### config.mk
export PLATFORM = sky130hd
export DESIGN_NAME = fault_cls_confirm
export DESIGN_NICKNAME = d
export VERILOG_FILES = /design/src/rtl/fault_cls_pkg.sv /design/src/rtl/fault_evt_slot.sv /design/src/rtl/fault_cls_confirm.sv
export SDC_FILE = /design/constraint.sdc
export NUM_CORES = 1
export LEC_CHECK = 0
export CAP_MARGIN = 0
export CORE_MARGIN = 2
export CORE_UTILIZATION = 52
export CTS_CLUSTER_DIAMETER = 60
export CTS_CLUSTER_SIZE = 12
export DETAILED_ROUTE_END_ITERATION = 10
export PLACE_DENSITY = 0.85
export SYNTH_ARGS = -nofsm -noshare
export SYNTH_HDL_FRONTEND = slang
export SYNTH_SLANG_ARGS = --single-unit
### constraint.sdc
create_clock -name clk -period 3 [get_ports clk]
set_input_delay 0.6 -clock clk [delete_from_list [all_inputs] [get_ports clk]]
set_output_delay 0.6 -clock clk [all_outputs]
set_load 0.01 [all_outputs]
### src/rtl/fault_cls_pkg.sv
// Shared types and default sizing for the fault-class confirmation stage.
package fault_cls_pkg;

   // Default class-code geometry matching the upstream decision-tree classifier.
   localparam int C_DEF          = 3;
   localparam int NUM_CLS_DEF    = 6;
   localparam int NORMAL_CLS_DEF = 0;

   // Debounce FSM states.
   typedef enum logic [1:0] {
      IDLE,
      PENDING,
      CONFIRMED,
      RELEASE
   } state_t;

   // Event record as delivered to the protection controller (default code width).
   typedef struct packed {
      logic              set;
      logic [C_DEF-1:0]  cls;
   } evt_t;

endpackage

### src/rtl/fault_evt_slot.sv
// Single-entry event holding register with valid/ready handshake.
// A new push overwrites any held event; overwriting an event that is not
// being accepted in the same cycle sets a sticky overrun flag.
module fault_evt_slot
   import fault_cls_pkg::*;
#(
   parameter int C          = C_DEF,
   parameter int NORMAL_CLS = NORMAL_CLS_DEF
) (
   input  logic         clk,
   input  logic         rst,
   input  logic         push,
   input  logic         push_set,
   input  logic [C-1:0] push_cls,
   input  logic         evt_ready,
   output logic         evt_valid,
   output logic         evt_set,
   output logic [C-1:0] evt_cls,
   output logic         evt_overrun
);

   localparam logic [C-1:0] NORM = NORMAL_CLS[C-1:0];

   logic         valid_q, valid_d;
   logic         set_q, set_d;
   logic [C-1:0] cls_q, cls_d;
   logic         overrun_q, overrun_d;

   // Next-state for the slot: push beats acceptance, acceptance empties the slot.
   always_comb begin
      valid_d   = valid_q;
      set_d     = set_q;
      cls_d     = cls_q;
      overrun_d = overrun_q;
      if (push) begin
         valid_d = 1'b1;
         set_d   = push_set;
         cls_d   = push_cls;
         if (valid_q && !evt_ready) begin
            overrun_d = 1'b1;
         end
      end else if (valid_q && evt_ready) begin
         valid_d = 1'b0;
      end
   end

   // Slot registers; payload stays stable while valid and not accepted.
   always_ff @(posedge clk) begin
      if (rst) begin
         valid_q   <= 1'b0;
         set_q     <= 1'b0;
         cls_q     <= NORM;
         overrun_q <= 1'b0;
      end else begin
         valid_q   <= valid_d;
         set_q     <= set_d;
         cls_q     <= cls_d;
         overrun_q <= overrun_d;
      end
   end

   assign evt_valid   = valid_q;
   assign evt_set     = set_q;
   assign evt_cls     = cls_q;
   assign evt_overrun = overrun_q;

endmodule

### src/rtl/fault_cls_confirm.sv
// Debounces classifier class codes: confirms a fault after CONFIRM_N identical
// fault samples and clears it after RELEASE_N consecutive normal samples.
module fault_cls_confirm
   import fault_cls_pkg::*;
#(
   parameter int C          = C_DEF,
   parameter int NUM_CLS    = NUM_CLS_DEF,
   parameter int NORMAL_CLS = NORMAL_CLS_DEF,
   parameter int CONFIRM_N  = 4,
   parameter int RELEASE_N  = 8
) (
   input  logic         clk,
   input  logic         rst,
   input  logic         in_valid,
   input  logic [C-1:0] in_cls,
   output logic         evt_valid,
   input  logic         evt_ready,
   output logic         evt_set,
   output logic [C-1:0] evt_cls,
   output logic         fault_active,
   output logic [C-1:0] fault_cls,
   output logic         bad_cls,
   output logic         evt_overrun
);

   localparam int CNT_MAX = (CONFIRM_N > RELEASE_N) ? CONFIRM_N : RELEASE_N;
   localparam int CW      = $clog2(CNT_MAX + 1);

   localparam logic [C-1:0]  NORM     = NORMAL_CLS[C-1:0];
   localparam logic [C:0]    NUM_LIM  = NUM_CLS[C:0];
   localparam logic [CW-1:0] CONF_LIM = CONFIRM_N[CW-1:0];
   localparam logic [CW-1:0] REL_LIM  = RELEASE_N[CW-1:0];
   localparam logic [CW-1:0] CNT_TOP  = CNT_MAX[CW-1:0];
   localparam logic [CW-1:0] CNT_ONE  = {{(CW-1){1'b0}}, 1'b1};

   state_t        state_q, state_d;
   logic [CW-1:0] cnt_q, cnt_d;
   logic [C-1:0]  cand_q, cand_d;
   logic          fault_active_q, fault_active_d;
   logic [C-1:0]  fault_cls_q, fault_cls_d;
   logic          bad_cls_q, bad_cls_d;

   logic          cls_legal;
   logic          cls_normal;
   logic [CW-1:0] cnt_inc;
   logic          raise;
   logic          raise_set;
   logic [C-1:0]  raise_cls;

   assign cls_legal  = ({1'b0, in_cls} < NUM_LIM);
   assign cls_normal = (in_cls == NORM);
   // Saturating increment so the counter can never wrap.
   assign cnt_inc    = (cnt_q == CNT_TOP) ? cnt_q : cnt_q + CNT_ONE;

   // Debounce decision for one valid sample; out-of-range codes only flag bad_cls.
   always_comb begin
      state_d        = state_q;
      cnt_d          = cnt_q;
      cand_d         = cand_q;
      fault_active_d = fault_active_q;
      fault_cls_d    = fault_cls_q;
      bad_cls_d      = bad_cls_q;
      raise          = 1'b0;
      raise_set      = 1'b0;
      raise_cls      = NORM;
      if (in_valid) begin
         if (!cls_legal) begin
            bad_cls_d = 1'b1;
         end else begin
            case (state_q)
               IDLE: begin
                  if (!cls_normal) begin
                     state_d = PENDING;
                     cand_d  = in_cls;
                     cnt_d   = CNT_ONE;
                  end
               end
               PENDING: begin
                  if (cls_normal) begin
                     state_d = IDLE;
                     cnt_d   = '0;
                     cand_d  = NORM;
                  end else if (in_cls == cand_q) begin
                     if (cnt_inc == CONF_LIM) begin
                        state_d        = CONFIRMED;
                        cnt_d          = '0;
                        fault_active_d = 1'b1;
                        fault_cls_d    = cand_q;
                        raise          = 1'b1;
                        raise_set      = 1'b1;
                        raise_cls      = cand_q;
                     end else begin
                        cnt_d = cnt_inc;
                     end
                  end else begin
                     cand_d = in_cls;
                     cnt_d  = CNT_ONE;
                  end
               end
               CONFIRMED: begin
                  // A different fault class never replaces the confirmed one.
                  if (cls_normal) begin
                     state_d = RELEASE;
                     cnt_d   = CNT_ONE;
                  end
               end
               RELEASE: begin
                  if (cls_normal) begin
                     if (cnt_inc == REL_LIM) begin
                        state_d        = IDLE;
                        cnt_d          = '0;
                        cand_d         = NORM;
                        fault_active_d = 1'b0;
                        fault_cls_d    = NORM;
                        raise          = 1'b1;
                        raise_set      = 1'b0;
                        raise_cls      = fault_cls_q;
                     end else begin
                        cnt_d = cnt_inc;
                     end
                  end else begin
                     state_d = CONFIRMED;
                     cnt_d   = '0;
                  end
               end
               default: begin
                  state_d = IDLE;
                  cnt_d   = '0;
               end
            endcase
         end
      end
   end

   // FSM, counter and status registers.
   always_ff @(posedge clk) begin
      if (rst) begin
         state_q        <= IDLE;
         cnt_q          <= '0;
         cand_q         <= NORM;
         fault_active_q <= 1'b0;
         fault_cls_q    <= NORM;
         bad_cls_q      <= 1'b0;
      end else begin
         state_q        <= state_d;
         cnt_q          <= cnt_d;
         cand_q         <= cand_d;
         fault_active_q <= fault_active_d;
         fault_cls_q    <= fault_cls_d;
         bad_cls_q      <= bad_cls_d;
      end
   end

   assign fault_active = fault_active_q;
   assign fault_cls    = fault_cls_q;
   assign bad_cls      = bad_cls_q;

   fault_evt_slot #(
      .C          (C),
      .NORMAL_CLS (NORMAL_CLS)
   ) u_evt_slot (
      .clk         (clk),
      .rst         (rst),
      .push        (raise),
      .push_set    (raise_set),
      .push_cls    (raise_cls),
      .evt_ready   (evt_ready),
      .evt_valid   (evt_valid),
      .evt_set     (evt_set),
      .evt_cls     (evt_cls),
      .evt_overrun (evt_overrun)
   );

endmodule

[After elaboration in Yosys (flattened, before gate mapping)]
Index checks and enable logic that the tools add are counted.
Storage, ports and cells
  register bits after elaboration: 20
  output and inout port bits: 11
  input bits: 7
  word-level logic and storage cells: 99
Operators by class
  bitwise logic cells: 1
  reduce and logical (&&, ||, !) cells: 14
  equality and inequality tests: 18
  order comparisons: 1
  add/sub/neg operators: 1
  mux-type cells: 54
Operators with widths (number)
  $mux W3: 15
  $mux W4: 8
  $mux W1: 17
  $pmux W4 S4: 1
  $mux W2: 7
  $ne A2 B2 Y1 const B: 7
  $reduce_and A7 Y1: 2
  $ne A3 B3 Y1 const B: 4
  $pmux W3 S2: 2
  $pmux W3 S3: 1
  $eq A4 B4 Y1 const B: 2
  $pmux W2 S4: 1
  $reduce_and A8 Y1: 1
  $add A4 B1 Y4 const B: 1
  $eq A2 B2 Y1 const B: 2
  $eq A4 B3 Y1 const B: 1
  $pmux W1 S2: 2
  $reduce_and A2 Y1: 2
  $reduce_and A4 Y1: 1
  $reduce_bool A2 Y1: 2
  $eq A3 B3 Y1: 1
  $logic_not A3 Y1: 1
  $lt A3 B3 Y1 const B: 1
  $reduce_bool A3 Y1: 1
  5 further kinds: 6

[Longest topological paths before layout]
  depth in word-level cells: 10
  depth in mapped cells: 9

[Hierarchy]
A second synthesis with hierarchy kept.
Second synthesis, totals
  cell total of the unflattened synthesis: 155
  area total of the unflattened synthesis: 1397.6 um^2
By module, submodules not included
  fault_cls_confirm: times used 1, cells an instance 135, seq. area each 280.3 um^2, area an instance 1177.4 um^2
  fault_evt_slot: times used 1, cells an instance 20, seq. area each 120.1 um^2, area an instance 220.2 um^2

[Worst setup path before layout]
OpenSTA, ideal clock, no wires.
  kind: reg-to-reg
  start point: register cnt_q[0]
  end point: register u_evt_slot.cls_q[2], in the netlist u_evt_slot.evt_cls[2]
  arrival time: 2.160 ns
  stages on the path, launching flop included: 10
  buffers on the path: 1
  period minus slack after synthesis: 2.292 ns
  setup slack: 0.708 ns
  path through: dfxtp_1 -> inv_1 -> ha_1 -> nor4bb_1 -> a22oi_1 -> nor3_1 -> a22oi_2 -> buf_6 -> a221oi_1 -> nor3_1
On the way
  longest elaborated chain between the ends: 9
  elaborated cells between the ends (all ways): 21
  classes of those cells: add/sub: 1; eq/ne: 3; mux: 17
Ends and longest elaborated chain
  start: declaration: line fault_cls_confirm.sv:37  | logic [CW-1:0] cnt_q, cnt_d;
  start signal: assignment: line fault_cls_confirm.sv:146  | cnt_q <= cnt_d;
  $add A4 B1 Y4 or $eq A4 B4 Y1 (tied branches): line fault_cls_confirm.sv:53  | assign cnt_inc = (cnt_q == CNT_TOP) ? cnt_q : cnt_q + CNT_ONE;
  $mux W4 *: line fault_cls_confirm.sv:53
  $eq A4 B3 Y1: line fault_cls_confirm.sv:84  | if (cnt_inc == CONF_LIM) begin
  $mux W3 or $mux W1 (tied branches): line fault_cls_confirm.sv:84
  $mux W3 or $mux W1 (tied branches): line fault_cls_confirm.sv:83  | end else if (in_cls == cand_q) begin
  $mux W3 or $mux W1 (tied branches): line fault_cls_confirm.sv:79  | if (cls_normal) begin
  $pmux W3 S2 or $pmux W1 S2 (tied branches): line fault_cls_confirm.sv:70  | case (state_q)
  $mux W3 or $mux W1 (tied branches): line fault_cls_confirm.sv:67  | if (!cls_legal) begin
  $mux W3 or $mux W1 (tied branches): line fault_cls_confirm.sv:66  | if (in_valid) begin
  end signal: assignment: line fault_evt_slot.sv:57  | cls_q <= cls_d;
  end: declaration: line fault_evt_slot.sv:26  | logic [C-1:0] cls_q, cls_d;
Every way passes the cells marked *; elsewhere a longest branch is shown, timed or not.
A chain may end at the register's enable or synchronous reset.

[Final worst setup path]
Same ends and word-level chain as after synthesis.

==> impl_metrics.py <==
metrics = {
    "detailed_routing": {
        "ant_nets": 0,
        "routed_wl_mm": 2.56,
        "post_drt_wl_per_cell_um": 13.9,
        "drc": 0,
        "drt_iter0_markers": 34,
        "num_vias": 1098,
        "avgViaCountPerCell": 5.94,
        "drt_pass1_iterations": 4,
    },
    "cells_and_area": {
        "postLayoutCoreUtil_pct": 64.4,
        "multiInputGateArea_um2": 729,
        "regArea_um2": 400,
        "drive_gt1_share_pct": 7.64,
        "final_nets": 167,
        "syn2layout_area_growth_pct": 18.6,
        "final.fill_count": 186,
        "n_antenna_cell": 0,
    },
    "timing": {
        "setup_tns_ns": 0,
        "relSlewSlack_pct": 50.8,
        "skew_ns": 0.00146,
        "holdWs_ns": 0.466,
        "hold_violations": 0,
        "finalWorstPathRequiredPeriod_ns": 2.54,
        "finalSetupViolations": 0,
        "max_freq_mhz": 394,
        "rsz0062_at_grt": "no",
        "period_share_pct": 84.5,
        "worst_slew_pin_slew_ns": 0.735,
        "finalMaxSlewViolations": 0,
    },
    "logic_synthesis": {
        "ys.flop_type": "dfxtp_1",
        "synth_cells": 143,
        "synth_top_cell_area_share_pct": 33.7,
        "syn_area_um2": 1190,
        "yosysUniqueCellTypes": 46,
        "synth_area_leaders": "dfxtp_1 34%, nand2_1 4.7%, a21oi_1 4.6%, nand3b_1 3.8%, xnor2_1 3.7%",
        "avgSynthCellArea_um2": 8.31,
        "synth_edf_count": 0,
        "synth_nets": 152,
        "netlist_top_cells_count": "20 x dfxtp_1, 15 x nand2_1, 11 x a21oi_1, 11 x nor2_1, 8 x o21ai_0",
        "yosysTopAreaCell": "dfxtp_1",
        "yosysWarningCount": 0,
        "ys_ff_latch": 20,
        "synth.most_common_cell": "dfxtp_1",
        "async_flop_share_pct": 0,
        "seq_area_frac_synth_pct": 33.7,
    },
    "critical_path": {
        "cp-startpoint": "cnt_q[0]",
        "cp_max_fo": 14,
        "cp_common_cell": "nor3_1",
        "crit_path_start_kind": "flop",
        "cp_slowest_cell": "dfxtp_1",
        "crit_cells": 8,
        "regToRegSetupSlack_ns": 0.46,
        "r2r-end": "u_evt_slot.evt_cls[2]",
        "worstReg2RegStart": "cnt_q[0]",
        "required_ns": 3.18,
        "critPathBufInv": 1,
        "worstPathCellList": "inv_1, ha_1, nor4bb_1, a22oi_1, nor3_1, a22oi_2, a221oi_1, nor3_1",
        "critical_path_class": "flop to flop",
        "critPathCapture": "u_evt_slot.evt_cls[2]",
        "critPathArrivalTime_ns": 2.72,
        "max_stage_delay_ns": 0.48,
        "reg2regPathDepth": 8,
        "critical-path-top-delay-family": "simple AND/OR/NAND/NOR gates",
        "end_kind": "flop",
    },
    "clocking": {
        "clkLatencyLatePin_ns": 0.31,
        "cts_setup_buffers": 0,
        "cts_made_buffers": 3,
        "tritoncts": "built",
        "clk_pin_slew_worst_paths_ns": 0.12,
        "clock-sinks": 20,
        "ctsHoldBuffers": 0,
        "ctsResizeCount": 0,
        "clk_path_buf_depth": 2,
        "htree_num_levels": 1,
        "clockRootBuffer": "clkbuf_4",
    },
    "place": {
        "dp_hpwl_mm": 1.87,
        "port_buffers": 17,
        "place.gp.congestion": 0.865,
    },
    "die": {
        "die_h_um": 51.8,
        "die_x_um": 51.8,
        "io_pins": 18,
        "die_area_um2": 2680,
        "start_util_pct": 54.3,
        "coreArea_um2": 2190,
        "row_count": 17,
    },
    "power_and_ir_drop": {
        "ir_worst_vdd_mv": 0.252,
        "power_density_nw_per_um2": 408,
        "power_leakage_uw": 0.000464,
    },
    "hold_path": {
        "min_path_type": "flop to flop",
    },
    "global_routing": {
        "grt_pass1_vias": 955,
        "grt_start_max_net_pins": 24,
        "track_usage_pct": 20.5,
        "grt_first_pass_wirelength_mm": 4.18,
        "grt_overflow": 0,
        "antenna_found_initial": 0,
    },
    "job": {
        "drv_cap": 0,
    },
    "status": {
        "status": "finished, final reports clean",
    },
}
routing by layer:
layer	GRT usage [%]	part of all wire, %	vias to the layer above
li1	-	-	552
met1	26.2	46	507
met2	35.5	48	34
met3	2.59	4.8	5
met4	7.02	1.4	0
met5	0	0	-
worst reg2reg max path: stages, from the launching register on:
cell and delay, ns:
dfxtp_1 0.48, inv_1 0.11, ha_1 0.40, nor4bb_1 0.31, a22oi_1 0.17, nor3_1 0.35, a22oi_2 0.23, a221oi_1 0.27
nor3_1 0.09
metrics by stage:
| step | cells | area (um^2) | total power (uW) | setup WS (ns) |
|---|---|---|---|---|
| final | 185 | 1410 | 575 | 0.464 |
| after global routing | 185 | 1410 | 590 | 0.251 |
| after CTS | 185 | 1410 | 574 | 0.481 |
| after detailed placement | 181 | 1360 | 353 | 0.163 |
| after global placement | 181 | 1360 | 351 | 0.278 |
| after floorplan | 143 | 1190 | 331 | 0.708 |
cell type report:
cell class | instances | area share [%]
timing repair buffer | 19 | 13.1
inverter | 2 | 0.532
clock buffer | 3 | 1.60
multi-input combinational | 112 | 51.7
tap | 28 | 2.48
clock inverter | 1 | 2.13
sequential | 20 | 28.4
power by group:
group          internal, uW  total (uW)  switching (uW)  leakage (uW)
Sequential              272         284            12.2      0.000162
Clock                   135         227            91.4     0.0000279
Combinational          28.8        64.8            36.0      0.000274
Total                   436         575             140      0.000464
layout by cell type, fill, tap and decap left out, types with 6 or more instances in the layout:
master,count
a21oi_1,11
clkdlybuf4s50_1,17
dfxtp_1,20
nand2_1,15
nand2b_1,6
nand3b_1,6
nor2_1,11
nor3_1,6
o21ai_0,8
kinds of logic after synthesis:
logic type                 share of synthesized area, %
and+or+nand+nor                                    29.1
AOI/OAI and AO/OA                                  24.0
DFF                                                33.7
buffers and inverters                              4.95
xor gates and xnor gates                           4.42
muxes                                              1.79
adders and majority gates                          2.10
sequential cells by signal, indices dropped and copies added, names as in the netlist, named ones only:
| register | cells |
|---|---|
| fault_cls | 3 |
| state_q | 1 |
| cnt_q | 4 |
| cand_q | 3 |
| u_evt_slot.evt_cls | 3 |
| u_evt_slot.evt_overrun | 1 |
| bad_cls | 1 |
| u_evt_slot.evt_set | 1 |
| fault_active | 1 |
| u_evt_slot.evt_valid | 1 |
how the worst min path moves through the flow:
stage | cells after the start | slack (ns) | start | end
after floorplan | 2 | 0.48 | fault_active | fault_active
after global placement | 2 | 0.44 | fault_active | fault_active
after detailed placement | 2 | 0.45 | u_evt_slot.evt_set | u_evt_slot.evt_set
after CTS | 2 | 0.47 | u_evt_slot.evt_set | u_evt_slot.evt_set
after global routing | 2 | 0.49 | u_evt_slot.evt_set | u_evt_slot.evt_set
final | 2 | 0.47 | u_evt_slot.evt_set | u_evt_slot.evt_set
No activity file was read; power rests on OpenSTA's default activity.
